<file path="config.mk">
export PLATFORM = sky130hd
export DESIGN_NAME = uart_rx_word
export DESIGN_NICKNAME = d
export VERILOG_FILES = /design/src/rtl/uart_pkg.sv /design/src/rtl/uart_rx_byte.sv /design/src/rtl/uart_rx_word.sv
export SDC_FILE = /design/constraint.sdc
export NUM_CORES = 1
export LEC_CHECK = 0
export ABC_AREA = 1
export CORE_MARGIN = 2
export CORE_UTILIZATION = 36
export CTS_CLUSTER_DIAMETER = 120
export DETAILED_ROUTE_END_ITERATION = 12
export GPL_TIMING_DRIVEN = 1
export HOLD_SLACK_MARGIN = 0.08
export SYNTH_ARGS = -nofsm -noshare
export SYNTH_HDL_FRONTEND = slang
export SYNTH_SLANG_ARGS = --single-unit
</file>
<file path="constraint.sdc">
create_clock -name clk -period 1.65 [get_ports clk]
set_input_delay 0.4125 -clock clk [delete_from_list [all_inputs] [get_ports clk]]
set_output_delay 0.4125 -clock clk [all_outputs]
set_load 0.05 [all_outputs]
</file>
<file path="src/rtl/uart_pkg.sv">
// rtl/uart_pkg.sv - shared types and helpers for the UART word receiver
package uart_pkg;

  localparam int UART_DATA_BITS = 8;

  typedef enum logic [2:0] {
    IDLE  = 3'd0,
    START = 3'd1,
    DATA  = 3'd2,
    STOP  = 3'd3,
    BREAK = 3'd4
  } uart_rx_state_t;

  function automatic int clks_per_bit(input int clk_freq, input int baud);
    return clk_freq / baud;
  endfunction

endpackage

</file>
<file path="src/rtl/uart_rx_byte.sv">
// rtl/uart_rx_byte.sv - 8N1 byte deserializer: synchronizer, bit FSM and baud counter
module uart_rx_byte
  import uart_pkg::*;
#(
  parameter int CLKS_PER_BIT = 16
) (
  input  logic       clk,
  input  logic       rst,
  input  logic       rx_serial,
  output logic       byte_valid,
  output logic [7:0] byte_data,
  output logic       frame_err,
  output logic       busy
);

  localparam int CNT_W = $clog2(CLKS_PER_BIT) + 1;
  localparam logic [CNT_W-1:0] BIT_LAST  = CNT_W'(CLKS_PER_BIT - 1);
  localparam logic [CNT_W-1:0] HALF_LAST = CNT_W'(CLKS_PER_BIT / 2 - 1);
  localparam logic [CNT_W-1:0] CNT_ONE   = CNT_W'(1);

  logic           rx_meta;
  logic           rxs;
  uart_rx_state_t state;
  logic [CNT_W-1:0] cnt;
  logic [3:0]     bit_idx;
  logic [7:0]     shreg;
  logic           stop_tick;

  always_ff @(posedge clk or negedge rst) begin
    if (!rst) begin
      rx_meta <= 1'b1;
      rxs     <= 1'b1;
    end else begin
      rx_meta <= rx_serial;
      rxs     <= rx_meta;
    end
  end

  always_ff @(posedge clk or negedge rst) begin
    if (!rst) begin
      state   <= IDLE;
      cnt     <= '0;
      bit_idx <= '0;
      shreg   <= '0;
    end else begin
      case (state)
        IDLE: begin
          if (!rxs) begin
            state <= START;
            cnt   <= '0;
          end
        end
        START: begin
          // Mid-bit recheck filters glitches shorter than half a bit
          if (cnt == HALF_LAST) begin
            cnt     <= '0;
            bit_idx <= '0;
            state   <= rxs ? IDLE : DATA;
          end else begin
            cnt <= cnt + CNT_ONE;
          end
        end
        DATA: begin
          if (cnt == BIT_LAST) begin
            cnt     <= '0;
            shreg   <= {rxs, shreg[7:1]};
            bit_idx <= bit_idx + 4'd1;
            if (bit_idx == 4'd7) state <= STOP;
          end else begin
            cnt <= cnt + CNT_ONE;
          end
        end
        STOP: begin
          if (cnt == BIT_LAST) begin
            cnt   <= '0;
            state <= rxs ? IDLE : BREAK;
          end else begin
            cnt <= cnt + CNT_ONE;
          end
        end
        BREAK: begin
          if (rxs) state <= IDLE;
        end
        default: state <= IDLE;
      endcase
    end
  end

  // Valid/error are flagged on the stop-sample edge itself so the word logic loses no cycle
  assign stop_tick  = (state == STOP) && (cnt == BIT_LAST);
  assign byte_valid = stop_tick && rxs;
  assign frame_err  = stop_tick && !rxs;
  assign byte_data  = shreg;
  assign busy       = (state != IDLE);

endmodule

</file>
<file path="src/rtl/uart_rx_word.sv">
// rtl/uart_rx_word.sv - packs received UART bytes into words for the core's write port
module uart_rx_word
  import uart_pkg::*;
#(
  parameter int BIT_WIDTH    = 32,
  parameter int CLK_FREQ     = 50_000_000,
  parameter int BAUD_RATE    = 115200,
  parameter int TIMEOUT_BITS = 32
) (
  input  logic                 clk,
  input  logic                 rst,
  input  logic                 rx_serial,
  output logic                 W_UART,
  output logic [BIT_WIDTH-1:0] UART_DATA,
  output logic                 frame_err,
  output logic                 busy
);

  localparam int CPB      = clks_per_bit(CLK_FREQ, BAUD_RATE);
  localparam int BYTES    = BIT_WIDTH / UART_DATA_BITS;
  localparam int BCNT_W   = $clog2(BYTES) + 1;
  localparam int TO_LIMIT = TIMEOUT_BITS * CPB;
  localparam int TO_W     = $clog2(TO_LIMIT) + 1;
  localparam logic [BCNT_W-1:0] BCNT_LAST = BCNT_W'(BYTES - 1);
  localparam logic [TO_W-1:0]   TO_LAST   = TO_W'(TO_LIMIT - 1);

  logic                 byte_valid;
  logic [7:0]           byte_data;
  logic                 byte_ferr;
  logic [BCNT_W-1:0]    byte_cnt;
  logic [BIT_WIDTH-1:0] word_sr;
  logic [TO_W-1:0]      tcnt;
  logic                 word_done;

  uart_rx_byte #(
    .CLKS_PER_BIT(CPB)
  ) u_rx_byte (
    .clk       (clk),
    .rst       (rst),
    .rx_serial (rx_serial),
    .byte_valid(byte_valid),
    .byte_data (byte_data),
    .frame_err (byte_ferr),
    .busy      (busy)
  );

  always_ff @(posedge clk or negedge rst) begin
    if (!rst) begin
      W_UART    <= 1'b0;
      UART_DATA <= '0;
      frame_err <= 1'b0;
      byte_cnt  <= '0;
      word_sr   <= '0;
      tcnt      <= '0;
      word_done <= 1'b0;
    end else begin
      W_UART    <= word_done;
      frame_err <= byte_ferr;
      word_done <= 1'b0;
      if (word_done) UART_DATA <= word_sr;

      if (byte_valid) begin
        word_sr <= {byte_data, word_sr[BIT_WIDTH-1:8]};
        tcnt    <= '0;
        if (byte_cnt == BCNT_LAST) begin
          byte_cnt  <= '0;
          word_done <= 1'b1;
        end else begin
          byte_cnt <= byte_cnt + BCNT_W'(1);
        end
      end else if (byte_ferr) begin
        byte_cnt <= '0;
        word_sr  <= '0;
        tcnt     <= '0;
      end else if (busy || byte_cnt == '0) begin
        tcnt <= '0;
      end else if (tcnt == TO_LAST) begin
        // Line idle too long mid-word: the sender gave up, drop the partial word
        byte_cnt <= '0;
        word_sr  <= '0;
        tcnt     <= '0;
      end else begin
        tcnt <= tcnt + TO_W'(1);
      end
    end
  end

endmodule

</file>
## Word level (Yosys, flattened, before mapping)

Index checks and enable logic that the tools add are counted.

- Word-level logic and storage cells: 81
- Bits in registers: 112
- Input port bits: 3
- Output and inout port bits: 35

- Add/subtract/negate cells: 4
- Eq/ne operators: 16
- Multiplexer cells: 31
- Reductions and logical operators: 17

Operators with widths:

| cell | number |
|---|---|
| $mux W32 | 4 |
| $mux W15 | 4 |
| $mux W3 | 12 |
| $mux W10 | 3 |
| $pmux W10 S3 | 1 |
| $add A15 B1 Y15 const B | 1 |
| $eq A15 B14 Y1 const B | 1 |
| $pmux W3 S5 | 1 |
| $add A10 B1 Y10 const B | 1 |
| $eq A10 B8 Y1 const B | 1 |
| $eq A10 B9 Y1 const B | 1 |
| $ne A2 B1 Y1 const B | 5 |
| $eq A3 B2 Y1 const B | 3 |
| $reduce_bool A3 Y1 | 3 |
| $mux W4 | 2 |
| $pmux W4 S2 | 1 |
| $logic_not A3 Y1 | 2 |
| $reduce_and A2 Y1 | 3 |
| $reduce_and A6 Y1 | 1 |
| $add A4 B1 Y4 const B | 1 |
| $eq A4 B3 Y1 const B | 1 |
| $add A3 B1 Y3 const B | 1 |
| $eq A3 B1 Y1 const B | 1 |
| $eq A3 B3 Y1 const B | 1 |
| other kinds (10) | 13 |

## Longest topological paths before layout

- Depth after elaboration: 5
- Gate-level depth with buffers: 10
- Depth with buffers taken out: 9

## Modules after synthesis

A second synthesis with hierarchy kept.

- Cells, all modules: 540
- Area, all modules: 5,197.5 um2

Modules (own cells, without submodules):

| module | times used | area an instance (um2) | cells an instance | seq. area each (um2) |
|---|---|---|---|---|
| uart_rx_word | 1 | 3,659.8 | 345 | 2,127.0 |
| uart_rx_byte | 1 | 1,537.7 | 195 | 678.2 |

## Worst setup path before layout

Ideal clock, no wire load.

- Kind: reg-to-reg
- Start: register u_rx_byte.cnt[1]
- End: register byte_cnt[0]
- Buffers on the path: 1
- Period minus slack after synthesis: 1.562 ns
- Data required time: 1.534 ns
- Path slack: 0.088 ns
- Stages on the path, launching flop included: 10
- Data arrival time: 1.446 ns
- Setup time: 0.116 ns
- Cells stage by stage: dfrtp_1 inv_1 ha_1 nor3b_1 nand4_1 nand2_1 nand2_4 buf_6 nand2_1 nand2_1

- Word-level cells in the longest chain between the ends: 5
- Elaborated cells between the ends (all ways): 9
- Those cells by class: eq/ne (2); mux (2); reduce/logical (5)

Ends and longest elaborated chain:

| what | RTL line | RTL |
|---|---|---|
| from (decl) | uart_rx_byte.sv:24 | `logic [CNT_W-1:0] cnt;` |
| from (signal assigned) | uart_rx_byte.sv:60 | `cnt <= cnt + CNT_ONE;` |
| from (signal assigned) | uart_rx_byte.sv:70 | `cnt <= cnt + CNT_ONE;` |
| from (signal assigned) | uart_rx_byte.sv:78 | `cnt <= cnt + CNT_ONE;` |
| $eq A10 B9 Y1 (*) | uart_rx_byte.sv:90 | `assign stop_tick = (state == STOP) && (cnt == BIT_LAST);` |
| $logic_and A1 B1 Y1 (*) | uart_rx_byte.sv:90 |  |
| $logic_and A1 B1 Y1, on equally long branches | uart_rx_byte.sv:91, uart_rx_byte.sv:92 |  |
| $ne A3 B3 Y1 (no source line), or another cell as far along | -- |  |
| $reduce_and A2 Y1 (no source line) or $mux W3 (tied branches) | -- |  |
| to (signal assigned) | uart_rx_word.sv:69 | `byte_cnt <= byte_cnt + BCNT_W'(1);` |
| to (decl) | uart_rx_word.sv:30 | `logic [BCNT_W-1:0] byte_cnt;` |

Every way passes the cells marked *; elsewhere a longest branch is shown, timed or not.
A chain may end at the register's enable or synchronous reset.

## Final worst setup path

- Start: register u_rx_byte.cnt[1]
- End: register word_sr[31]

- Word-level cells in the longest chain between the ends: 5
- Elaborated cells between the ends (all ways): 9
- Those cells by class: eq/ne (2); mux (2); reduce/logical (5)

Ends and longest elaborated chain:

| what | RTL line | RTL |
|---|---|---|
| $eq A10 B9 Y1 (*) | uart_rx_byte.sv:90 |  |
| $logic_and A1 B1 Y1 (*) | uart_rx_byte.sv:90 |  |
| $logic_and A1 B1 Y1, on equally long branches | uart_rx_byte.sv:91, uart_rx_byte.sv:92 |  |
| $ne A3 B3 Y1 (no source line), or another cell as far along | -- |  |
| $reduce_and A2 Y1 (no source line) or $mux W32 (tied branches) | -- |  |
| to (signal assigned) | uart_rx_word.sv:63 | `word_sr <= {byte_data, word_sr[BIT_WIDTH-1:8]};` |
| to (decl) | uart_rx_word.sv:31 | `logic [BIT_WIDTH-1:0] word_sr;` |

Marks and branches as above.

==> impl_metrics.csv <==
group,metric,value,unit
outcome,status,"finished with violations",
outcome,violations,"setup timing",
floorplan,start_util,36.8,%
timing,max_slew.worst_pin.slew,473,ps
timing,drv_slew,0,
timing,post-route-min-period,1750,ps
global_route,grt_pass1_wl,18000,um
synthesis,ys_types,30,
timing,setup_viol,31,
timing,fin_skew,12.2,ps
route,dr.pass1.iters,4,
synthesis,synth_top_cell_area_share,54.1,%
power_and_ir_drop,p_comb_share,1.5,%
timing,fmax,0.573,GHz
synthesis,synth_nets,566,
clocking,root_buffer,"clkbuf_16",
final_layout,n_antenna_cell,0,
synthesis,ys_ff_latch,112,
synthesis,synth_area,0.00508,mm^2
placed_design,place_area,0.00618,mm^2
timing,hold_viol,0,
final_layout,finalNonFillerCells,825,
route,wl,11400,um
worst_setup_path,path_cells,"inv_2 > ha_4 > nor3b_4 > nand4_1 > nand2_4 > buf_12 > nand2_8 > nand2_1 > nand2_1",
placed_design,gp_congestion,0.885,
power_and_ir_drop,p_total,4.99,mW
clocking,clockBufferDepth,2,
global_route,antenna_found_initial,0,
placed_design,dp_hpwl,7530,um
worst_setup_path,crit_fanout,8,
timing,rsz0062_at_grt,"yes",
power_and_ir_drop,clockPowerShare,43.4,%
worst_setup_path,path_class,"flop to flop",
clocking,cts_made_buffers,9,
final_layout,drive_above_1_share,25.7,%
route,ant_nets,0,
worst_setup_path,cp_data_arrival_time,2000,ps
floorplan,die_w,123,um
clocking,cts_tree,"built",
worst_setup_path,cp_common_cell,"nand2_1",
clocking,clk_latency,360,ps
final_layout,design_area,0.00686,mm^2
placed_design,dp_cells,791,
power_and_ir_drop,cellLeakagePower,3.39,nW
clocking,htreeDepth,3,
synthesis,yosys-top-cells-area,"dfrtp_1 (54%), nand2_1 (15%), mux2_2 (4.4%)",
min_path,hold_path_class,"flop to flop",
synthesis,synthFlopType,"dfrtp_1",
final_layout,utilization,49.6,%
route,wl_per_cell,13.8,um
final_layout,multi_input_area,0.00222,mm^2
route,drt_iter0_drc,223,
clocking,path_clk_slew,80,ps
timing,slew_headroom,68.2,%
worst_setup_path,worst-path-buf-inv,2,
floorplan,rows,43,
power_and_ir_drop,p_sw,1.16,mW
power_and_ir_drop,power_density,728,mW/mm^2
synthesis,yosysWarnings,0,
worst_setup_path,critPathSlowestCell,"dfrtp_1",
synthesis,synth.largest_area_cell,"dfrtp_1",
final_layout,finalNetCount,650,
worst_setup_path,required,1900,ps
synthesis,synth_seq_area_share,55.2,%
route,avgViaCountPerCell,4.80,
power_and_ir_drop,swShare,23.2,%
synthesis,synth_edf_count,0,
final_layout,fill_cells,1259,
synthesis,synthArstFlopShare,100,%
global_route,grt_pass1_vias,3794,
synthesis,syn_avg_cell_area,9.15,um^2
final_layout,syn2layout_area_growth,34.8,%
worst_setup_path,end_kind,"flop",
final_layout,final_common_cell,"nand2_1",
power_and_ir_drop,power.internal,3.83,mW
route,drc,0,
global_route,gr-total-overflow,0,
synthesis,syn_inst,556,
worst_setup_path,startpoint_type,"flop",
power_and_ir_drop,peakVddDrop,456,uV
global_route,grt_max_degree,38,
job,maxCapViolCount,0,
final_layout,final_cell_mix,"nand2_1 (181), dfrtp_1 (106), nor2_1 (52), buf_12 (40)",
route,dr_total_vias,3964,
placed_design,io_buffers,37,
final_layout,seq_area,0.00281,mm^2
floorplan,core,0.0138,mm^2
floorplan,pin_count,38,
worst_setup_path,critPathTopFamily,"simple AND/OR/NAND/NOR gates",
floorplan,die_h,123,um
global_route,track_usage,15.2,%
timing,period_share,106,%
power_and_ir_drop,p_seq_share,55.1,%
clocking,cts.sinks,112,
worst_setup_path,slowest_delay,390,ps
floorplan,die-area,0.0151,mm^2
timing,fin_ws,-96.7,ps
## synth_stat cells (all sizes together) (6+ instances only)
cell type,number
nand2,202
dfrtp,110
nor2,57
nand3,40
inv,38
mux2,32
nand4,17
buf,13
xor2,10
nor3,8
ha,7
o21ai,6
## worst reg2reg max path, cell delays in order, from the launching register on
cell	delay (ps)
dfrtp_1	390
inv_2	80
ha_4	130
nor3b_4	190
nand4_1	260
nand2_4	180
buf_12	160
nand2_8	110
nand2_1	90
nand2_1	60
## kinds of logic (layout without fill, tap and decap cells)
family                     count (synthesis)  in the layout  share of synthesized area [%]
muxes                                     32             32                           7.09
xor gates and xnor gates                  11             11                           1.89
adders and majority gates                  7              7                           1.72
AOI/OAI and AO/OA                          9              9                           1.08
DFF                                      112            112                           55.2
and+or+nand+nor                          332            337                           28.0
buffers and inverters                     53            137                           5.09
## routing by layer
| layer | vias to the layer above | GRT usage [%] | part of all wire [%] |
|---|---|---|---|
| li1 | 1960 | - | - |
| met1 | 1939 | 20.4 | 45 |
| met4 | 0 | 5.82 | 1.7 |
| met3 | 12 | 2.97 | 2.8 |
| met5 | - | 0 | 0 |
| met2 | 53 | 24.2 | 50 |
## power by group through the flow
| stage | Combinational (mW) | Clock, mW | Sequential [mW] |
|---|---|---|---|
| finish | 0.0751 | 2.17 | 2.75 |
| global route | 0.0897 | 2.36 | 2.75 |
| floorplan | 0.00231 | 0 | 2.80 |
| detailed placement | 0.0794 | 0 | 2.80 |
| global placement | 0.0773 | 0 | 2.80 |
| CTS | 0.0814 | 2.22 | 2.75 |
## area by class of cell
| type | instances | area share [%] |
|---|---|---|
| Clock buffer | 9 | 3.29 |
| Clock inverter | 7 | 1.06 |
| Inverter | 39 | 2.14 |
| Multi-Input combinational cell | 396 | 32.3 |
| Sequential cell | 112 | 41.0 |
| Tap cell | 180 | 3.29 |
| Timing Repair Buffer | 82 | 16.9 |
## worst paths after layout
kind	startpoint	endpoint	slack [ps]	cells after the start
max	u_rx_byte.cnt[1]$_DFFE_PN0P_	word_sr[31]$_DFFE_PN0P_	-100	9
min	u_rx_byte.rx_meta$_DFF_PN1_	u_rx_byte.rxs$_DFF_PN1_	360	0
max reg2reg	u_rx_byte.cnt[1]$_DFFE_PN0P_	word_sr[31]$_DFFE_PN0P_	-100	9
min reg2reg	u_rx_byte.rx_meta$_DFF_PN1_	u_rx_byte.rxs$_DFF_PN1_	360	0
max in group asynchronous	rst	u_rx_byte.byte_data[3]$_DFFE_PN0P_	590	3
min in group asynchronous	rst	u_rx_byte.bit_idx[3]$_DFFE_PN0P_	530	2
## metrics by stage
stage | worst slack (ps) | hold slack, ps | setup TNS, ps
after floorplan | 87.9 | 117 | 0
after global placement | -74.1 | 347 | -2270
after detailed placement | -124 | 348 | -3700
after CTS | 6.94 | 359 | 0
after global routing | -159 | 371 | -4200
final | -96.7 | 358 | -1400
## state kept, by name, indices dropped and copies added, names as in the netlist, 3 cells and up
signal	count
tcnt	15
u_rx_byte.byte_data	8
byte_cnt	3
word_sr	32
u_rx_byte.cnt	10
u_rx_byte.bit_idx	4
UART_DATA	32
u_rx_byte.state	3
## what timing repair did
action,CTS,global route
hold endpoints to repair,22,0
pin swaps,2,10
cloned,0,7
resized for setup,10,31
buffers inserted,1,9
hold buffers,1,0
endpoints found under the setup margin,38,51
Note: power is estimated with default switching activity, not from simulation.
